[src/rtl/phase_generator.sv]
// phase_generator: multi-phase clock-enable generator driven from clock_50.
// phi[0] is the slowest phase; each higher index runs at twice the rate of
// the one below it. All phases are edge-aligned at every frame end.
// The period is programmable at runtime, and run/halt/single-step control
// is provided for debug.
module phase_generator #(
   parameter int DIV_WIDTH    = 8,
   parameter int NUM_PH       = 3,
   parameter int DEFAULT_HALF = 40
) (
   input  logic                 clock_50,
   input  logic                 reset,
   input  logic [DIV_WIDTH-1:0] half_period,
   input  logic                 run,
   input  logic                 step,
   output logic [NUM_PH-1:0]    phi,
   output logic [NUM_PH-1:0]    phi_edge,
   output logic                 frame_tick,
   output logic                 halted
);

   localparam logic [DIV_WIDTH-1:0] LP_ONE     = DIV_WIDTH'(1);
   localparam logic [DIV_WIDTH-1:0] LP_MIN     = LP_ONE << (NUM_PH - 1);
   localparam logic [DIV_WIDTH-1:0] LP_MASK    = ~(LP_MIN - LP_ONE);
   localparam logic [DIV_WIDTH-1:0] LP_DEFAULT = DIV_WIDTH'(DEFAULT_HALF);
   localparam logic [NUM_PH-1:0]    LP_PHI_RST = ~(NUM_PH'(1));

   typedef enum logic [1:0] {
      ST_HALT,
      ST_RUN,
      ST_STEP
   } state_t;

   state_t r_state;
   state_t w_next_state;

   // latched half-period and its clamped/rounded effective value
   logic [DIV_WIDTH-1:0] r_h;
   logic [DIV_WIDTH-1:0] w_heff;

   // per-phase toggle period and sub-counters; r_sub[0] is the frame counter
   logic [DIV_WIDTH-1:0] w_per      [NUM_PH];
   logic [DIV_WIDTH-1:0] r_sub      [NUM_PH];
   logic [DIV_WIDTH-1:0] w_sub_next [NUM_PH];

   logic                 w_active;
   logic                 w_frame_end;
   logic [NUM_PH-1:0]    w_toggle;

   // registered outputs
   logic [NUM_PH-1:0]    r_phi;
   logic [NUM_PH-1:0]    r_phi_edge;
   logic                 r_frame_tick;
   logic                 r_halted;

   logic [NUM_PH-1:0]    w_phi_next;
   logic [NUM_PH-1:0]    w_phi_edge_next;
   logic                 w_frame_tick_next;
   logic                 w_halted_next;

   // effective half-period: at least 2^(NUM_PH-1), low NUM_PH-1 bits cleared
   always_comb begin
      if (r_h < LP_MIN) begin
         w_heff = LP_MIN;
      end else begin
         w_heff = r_h & LP_MASK;
      end
   end

   // toggle period of each phase; exact divisors of w_heff by construction
   always_comb begin
      for (int unsigned k = 0; k < NUM_PH; k++) begin
         w_per[k] = w_heff >> k;
      end
   end

   assign w_active    = (r_state == ST_RUN) || (r_state == ST_STEP);
   assign w_frame_end = w_active && (r_sub[0] == (w_heff - LP_ONE));

   // per-phase toggle decision and sub-counter advance
   always_comb begin
      w_toggle = '0;
      for (int unsigned k = 0; k < NUM_PH; k++) begin
         w_sub_next[k] = '0;
         if (w_active) begin
            if (w_frame_end || (r_sub[k] == (w_per[k] - LP_ONE))) begin
               w_toggle[k]   = 1'b1;
               w_sub_next[k] = '0;
            end else begin
               w_sub_next[k] = r_sub[k] + LP_ONE;
            end
         end
      end
   end

   // state register
   always_ff @(posedge clock_50 or posedge reset) begin
      if (reset) begin
         r_state <= ST_HALT;
      end else begin
         r_state <= w_next_state;
      end
   end

   // next-state logic: run wins over step in HALT; decisions only at frame end
   always_comb begin
      w_next_state = r_state;
      unique case (r_state)
         ST_HALT: begin
            if (run) begin
               w_next_state = ST_RUN;
            end else if (step) begin
               w_next_state = ST_STEP;
            end
         end
         ST_RUN: begin
            if (w_frame_end && !run) begin
               w_next_state = ST_HALT;
            end
         end
         ST_STEP: begin
            if (w_frame_end) begin
               w_next_state = run ? ST_RUN : ST_HALT;
            end
         end
         default: w_next_state = ST_HALT;
      endcase
   end

   // output logic: next values for the registered outputs
   always_comb begin
      w_phi_next        = r_phi ^ w_toggle;
      w_phi_edge_next   = w_toggle;
      w_frame_tick_next = w_frame_end;
      w_halted_next     = (w_next_state == ST_HALT);
   end

   // half-period latch: sampled every cycle in HALT and at each frame end only
   always_ff @(posedge clock_50 or posedge reset) begin
      if (reset) begin
         r_h <= LP_DEFAULT;
      end else if ((r_state == ST_HALT) || w_frame_end) begin
         r_h <= half_period;
      end
   end

   // frame counter and per-phase sub-counters
   always_ff @(posedge clock_50 or posedge reset) begin
      if (reset) begin
         for (int unsigned k = 0; k < NUM_PH; k++) begin
            r_sub[k] <= '0;
         end
      end else begin
         for (int unsigned k = 0; k < NUM_PH; k++) begin
            r_sub[k] <= w_sub_next[k];
         end
      end
   end

   // output registers
   always_ff @(posedge clock_50 or posedge reset) begin
      if (reset) begin
         r_phi        <= LP_PHI_RST;
         r_phi_edge   <= '0;
         r_frame_tick <= 1'b0;
         r_halted     <= 1'b1;
      end else begin
         r_phi        <= w_phi_next;
         r_phi_edge   <= w_phi_edge_next;
         r_frame_tick <= w_frame_tick_next;
         r_halted     <= w_halted_next;
      end
   end

   assign phi        = r_phi;
   assign phi_edge   = r_phi_edge;
   assign frame_tick = r_frame_tick;
   assign halted     = r_halted;

endmodule

[config.mk]
export PLATFORM = sky130hd
export DESIGN_NAME = phase_generator
export DESIGN_NICKNAME = d
export VERILOG_FILES = /design/src/rtl/phase_generator.sv
export SDC_FILE = /design/constraint.sdc
export NUM_CORES = 1
export LEC_CHECK = 0
export ABC_AREA = 0
export CAP_MARGIN = 20
export CORE_UTILIZATION = 50
export DETAILED_ROUTE_END_ITERATION = 12
export PLACE_DENSITY_LB_ADDON = 0.25
export SLEW_MARGIN = 20
export SYNTH_ARGS = -nofsm -noshare
export SYNTH_HDL_FRONTEND = slang
export SYNTH_SLANG_ARGS = --single-unit
[constraint.sdc]
create_clock -name clock_50 -period 3.8 [get_ports clock_50]
set_clock_uncertainty 0.15 [all_clocks]
set_input_delay 0.38 -clock clock_50 [delete_from_list [all_inputs] [get_ports clock_50]]
set_output_delay 0.38 -clock clock_50 [all_outputs]
set_load 0.01 [all_outputs]
==> flow_metrics.tcl, run 1 <==
set metrics [dict create \
    crit_path_max_fanout 8 \
    hold_viol 0 \
    fin_crit_ns 3.24 \
    p_int_w 0.00116 \
    slew_viol_final 0 \
    die_y_um 68.8 \
    hp-class "reg -> reg" \
    synth-edff-count 0 \
    antenna_found_initial 0 \
    worstHoldStart "phi[0]$_DFF_PP0_" \
    hpwl_um 2860 \
    pwr-share-clk_pct 19.0 \
    numPortBuffers 17 \
    ys_types 50 \
    rsz0062_at_grt "false" \
    grt_pass1_wl_um 6640 \
    critPathLaunchType "flip-flop" \
    nets 250 \
    core-area_um2 4140 \
    area_growth_pct 15.3 \
    synth_seq_cells 39 \
    clk_path_buf_depth 2 \
    synth_area_um2 2230 \
    grt_max_degree 40 \
    path_cells "or4_4, o21bai_1, inv_1, ha_1, xor2_1, o2111a_1, o221ai_2, nor3_4, nor2_4, mux2_2" \
    fin_setup_tns_ns 0 \
    met2_usage_pct 31.9 \
    wl_um 3930 \
    drc 0 \
    max_cap_violations 0 \
    drive_gt1_share_pct 15.6 \
    n_antenna_cell 0 \
    cts_tree "built" \
    synthCells 207 \
    firstDrtPassIters 4 \
    swShare_pct 38.5 \
    drtIter0Drc 64 \
    gp_congestion 0.800 \
    p_comb_share_pct 45.1 \
    ctsHoldBuffers 0 \
    worstSetupEndpointType "flip-flop" \
    cts_buffers 5 \
    seqPwrFrac_pct 35.9 \
    grt_usage_pct 19.6 \
    htree_levels 2 \
    cts.clk_slew.worst_paths_ns 0.07 \
    rr_startpoint "r_h[3]$_DFFE_PP1P_" \
    worst_pin_slew_ns 0.473 \
    grt_remaining_overflow 0 \
    first_global_vias 1478 \
    final_cell_mix "34 x dfrtp_1, 20 x xor2_1, 17 x clkdlybuf4s50_1" \
    crit_type "reg -> reg" \
    crit_family "simple AND/OR/NAND/NOR gates" \
    syn_nets 227 \
    fmax_ghz 0.309 \
    yosysWarnings 0 \
    synth.avg_cell_area_um2 10.8 \
    cts.repair.resized 0 \
    post_cts_buffers 0 \
    final_common_cell "dfrtp_1" \
    cp_slowest_cell "or4_4" \
    status "finished clean" \
    p_sw_w 0.000725 \
    r2r-end "r_h[4]$_DFFE_PP0P_" \
    p_leak_nw 1.12 \
    ir_drop_v 0.000394 \
    hold_depth 1 \
    grt.busiest_layer "met2" \
    period_share_pct 85.2 \
    drt-wirelength-per-cell_um 14.0 \
    setup_viol 0 \
    clock_sinks 39 \
    critPathBufInv 1 \
    clkLatencyLatePin_ns 0.30 \
    relSlewSlack_pct 68.5 \
    critPathRequiredTime_ns 3.83 \
    rr_worst_depth 10 \
    slowest_delay_ns 0.57 \
    synthFlopType "dfrtp_1" \
    powerDensity_nw_per_um2 731 \
    viasPerCell 5.59 \
    die_x_um 68.8 \
    min_to "phi[0]$_DFF_PP0_" \
    gr-usage-met1_pct 25.2 \
    root_buffer "clkbuf_8" \
    regToRegSetupSlack_ns 0.56 \
    start_util_pct 53.9 \
    synthArstFlopShare_pct 100 \
    fillers 344 \
    finalPower_w 0.00188 \
    ys_seq_area_share_pct 44.0 \
    die_area_um2 4740 \
    ios 20 \
    cp.arrival_ns 3.27 \
    grt_use_met3_pct 3.95 \
    route.vias.total 1572 \
    row_count 23 \
    drtAntennaViolNets 0 \
]
-- metal layers --
layer / up-vias / wire length [um]
li1: 782 / -
met1: 753 / 1930
met2: 30 / 1810
met3: 7 / 125
met4: 0 / 69
met5: - / 0
-- cells by family (layout without fill, tap and decap cells) --
group / count (synthesis) / after routing / synth area share (%)
XOR/XNOR: 37 / 37 / 15.1
flip-flops: 39 / 39 / 44.0
adder cells (fa/ha/maj): 8 / 8 / 4.48
AND/OR/NAND/NOR: 71 / 71 / 18.5
buffers and inverters: 17 / 41 / 4.09
AO/OA/AOI/OAI: 29 / 29 / 10.8
multiplexers: 6 / 6 / 3.03
-- registers in the layout, indices dropped and copies added (netlist names) --
register	flops
r_state	2
phi	3
halted	1
r_sub	24
phi_edge	2
frame_tick	1
r_h	6
-- power groups by stage --
stage          logic (W)  registers, W  clock network [W]
3_5_place_dp    0.000854      0.000685                  0
2_1_floorplan   0.000711      0.000636                  0
4_1_cts         0.000859      0.000678           0.000363
3_3_place_gp    0.000843      0.000682                  0
6_report        0.000849      0.000676           0.000357
5_1_grt         0.000945      0.000697           0.000378
-- cell usage after synthesis, types with 3 or more instances --
library cell	count	area share, %
xor2_1	20	7.8
inv_1	10	1.7
and3_1	8	2.2
buf_6	3	1.5
nor3_1	14	3.1
nor3b_1	3	1.0
dfstp_2	5	5.9
xnor2_1	16	6.3
nand2_1	3	0.50
nand3_1	14	3.1
nor2_1	13	2.2
ha_1	8	4.5
dfrtp_1	34	38
o211ai_1	3	1.0
mux2_2	6	3.0
o21ai_0	3	0.67
-- how the worst max path moves through the flow --
stage	from	endpoint	slack, ns	cells after the start
5_1_grt	r_h[3]$_DFFE_PP1P_	r_sub[9]$_DFF_PP0_	0.30	10
6_report	r_h[3]$_DFFE_PP1P_	r_h[4]$_DFFE_PP0P_	0.56	10
4_1_cts	r_h[3]$_DFFE_PP1P_	r_h[4]$_DFFE_PP0P_	0.53	10
3_5_place_dp	r_h[3]$_DFFE_PP1P_	r_h[6]$_DFFE_PP0P_	0.55	10
2_1_floorplan	r_h[4]$_DFFE_PP0P_	r_sub[4]$_DFF_PP0_	0.71	12
3_3_place_gp	r_h[3]$_DFFE_PP1P_	r_h[7]$_DFFE_PP0P_	0.58	10
-- through the flow --
stage                     hold slack (ns)  instances  cell area, um^2  utilization [%]  setup WS, ns
after CTS                           0.321        281             2570             62.1         0.530
final                               0.320        281             2570             62.1         0.561
after floorplan                     0.287        207             2230                -         0.709
after global routing                0.353        281             2570             62.1         0.303
after detailed placement            0.311        273             2460             59.3         0.549
after global placement              0.306        273             2460             59.3         0.583
-- worst register-to-register path, delay by kind of cell, from the launching register on --
family | cells | cell delay (ns)
AO/OA/AOI/OAI | 3 | 0.59
XOR/XNOR | 1 | 0.16
adder cells (fa/ha/maj) | 1 | 0.38
buffers and inverters | 1 | 0.07
flip-flops | 1 | 0.40
multiplexers | 1 | 0.29
AND/OR/NAND/NOR | 3 | 1.08
-- layout make-up --
| class | count | area (um^2) | area share (%) |
|---|---|---|---|
| clock buffers | 6 | 82.6 | 3.21 |
| repair buffers | 23 | 215 | 8.36 |
| clock inverters | 2 | 35.0 | 1.36 |
| well taps | 50 | 62.6 | 2.43 |
| flip-flops and latches | 39 | 982 | 38.2 |
| inverters | 10 | 37.5 | 1.46 |
| multi-input cells | 151 | 1160 | 45.0 |
Power figures use the tool's default switching activity.
==> run 2: changes to the inputs <==
==> constraint.sdc (replaced) <==
create_clock -name clock_50 -period 3.8 [get_ports clock_50]
set_clock_uncertainty 0.15 [all_clocks]
set_input_delay 0.95 -clock clock_50 [delete_from_list [all_inputs] [get_ports clock_50]]
set_output_delay 0.95 -clock clock_50 [all_outputs]
set_load 0.01 [all_outputs]
==> flow_metrics.tcl, run 2 (synthesized netlist as in run 1, its figures left out) <==
set metrics [dict create \
    cp.arrival_ns 3.25 \
    drc 0 \
    period_share_pct 85.0 \
    die_x_um 68.8 \
    ctsHoldBuffers 0 \
    cts_buffers 5 \
    viasPerCell 5.57 \
    powerDensity_nw_per_um2 728 \
    gp_congestion 0.826 \
    grt_max_degree 22 \
    rsz0062_at_grt "false" \
    clk_path_buf_depth 2 \
    rr_worst_depth 11 \
    drt-wirelength-per-cell_um 14.2 \
    status "finished clean" \
    relSlewSlack_pct 43.4 \
    rr_startpoint "r_h[3]$_DFFE_PP1P_" \
    root_buffer "clkbuf_8" \
    die_area_um2 4740 \
    ir_drop_v 0.000365 \
    p_leak_nw 1.12 \
    post_cts_buffers 0 \
    startpoint "r_h[3]$_DFFE_PP1P_" \
    clkLatencyLatePin_ns 0.29 \
    htree_levels 2 \
    fmax_ghz 0.310 \
    final_cell_mix "34 x dfrtp_1, 20 x xor2_1, 17 x clkdlybuf4s50_1" \
    final_common_cell "dfrtp_1" \
    cts_tree "built" \
    setup_viol 0 \
    worstSetupEndpointType "flip-flop" \
    fin_ws_ns 0.570 \
    core-area_um2 4140 \
    start_util_pct 53.9 \
    drive_gt1_share_pct 15.6 \
    largest_register_ffs 24 \
    firstDrtPassIters 4 \
    crit_path_max_fanout 13 \
    row_count 23 \
    crit_type "reg -> reg" \
    hold_viol 0 \
    route.vias.total 1564 \
    worst_pin_slew_ns 0.848 \
    grt_pass1_wl_um 6520 \
    hp-class "reg -> reg" \
    regMostFlops "r_sub" \
    antenna_found_initial 0 \
    critPathLaunchType "flip-flop" \
    n_antenna_cell 0 \
    cts.repair.resized 0 \
    die_y_um 68.8 \
    max_cap_violations 0 \
    fin_setup_tns_ns 0 \
    slew_viol_final 0 \
    hpwl_um 2920 \
    numPortBuffers 17 \
    fin_crit_ns 3.23 \
    hold_depth 1 \
    nets 250 \
    cts.clk_slew.worst_paths_ns 0.07 \
    post-place-ws_ns 0.554 \
    grt_usage_pct 19.4 \
    drtIter0Drc 57 \
    wl_um 3980 \
    area_growth_pct 15.3 \
    drtAntennaViolNets 0 \
    finalPower_w 0.00187 \
    first_global_vias 1434 \
    ios 20 \
    worstHoldStart "phi[0]$_DFF_PP0_" \
    grt_remaining_overflow 0 \
    critPathRequiredTime_ns 3.82 \
    clock_sinks 39 \
]
[run 2: cell counts in the layout (fill, tap and decap cells not counted)]
Identical to the previous run, type by type.
[run 2: routing by layer]
layer  GRT usage, %  wire length [um]  part of all wire [%]
met5              0                 0                     0
met4           7.65                63                   1.6
met3           4.93               148                   3.7
met2           30.8              1840                    46
met1           25.4              1930                    48
[run 2: worst paths after layout]
path                       slack, ns                  end
min in group asynchronous       0.98  r_sub[20]$_DFF_PP0_
hold / removal                  0.32     phi[0]$_DFF_PP0_
setup reg to reg                0.57   r_sub[0]$_DFF_PP0_
max in group asynchronous       1.76  r_sub[13]$_DFF_PP0_
setup / recovery                0.57   r_sub[0]$_DFF_PP0_
hold reg to reg                 0.32     phi[0]$_DFF_PP0_
[run 2: power breakdown]
group	leakage (nW)	switching, W	internal (W)
sequential	0.508	0.000140	0.000535
clock	0.0612	0.000138	0.000212
combinational	0.552	0.000439	0.000409
[run 2: critical path: stages, from the launching register on]
cell and delay [ns]:
dfstp_2 0.39, or4_4 0.57, o21bai_1 0.24, inv_1 0.07, ha_1 0.38, xor2_1 0.16
o2111a_1 0.21, o221ai_2 0.13, or2_2 0.35, o21ai_4 0.16, buf_4 0.21, nor3_1 0.07
[run 2: layout make-up]
cell class / count / area, um^2
fillers: 347 / 1570
multi-input cells: 151 / 1160
flip-flops and latches: 39 / 982
repair buffers: 23 / 215
clock buffers: 6 / 82.6
well taps: 50 / 62.6
inverters: 10 / 37.5
clock inverters: 2 / 35.0
[run 2: metrics by stage]
step | instance area (um^2) | util, % | hold WS, ns | cells
finish | 2570 | 62.1 | 0.316 | 281
global route | 2570 | 62.1 | 0.350 | 281
CTS | 2570 | 62.1 | 0.320 | 281
detailed placement | 2460 | 59.3 | 0.306 | 273
global placement | 2460 | 59.3 | 0.306 | 273
floorplan | 2230 | - | 0.287 | 207
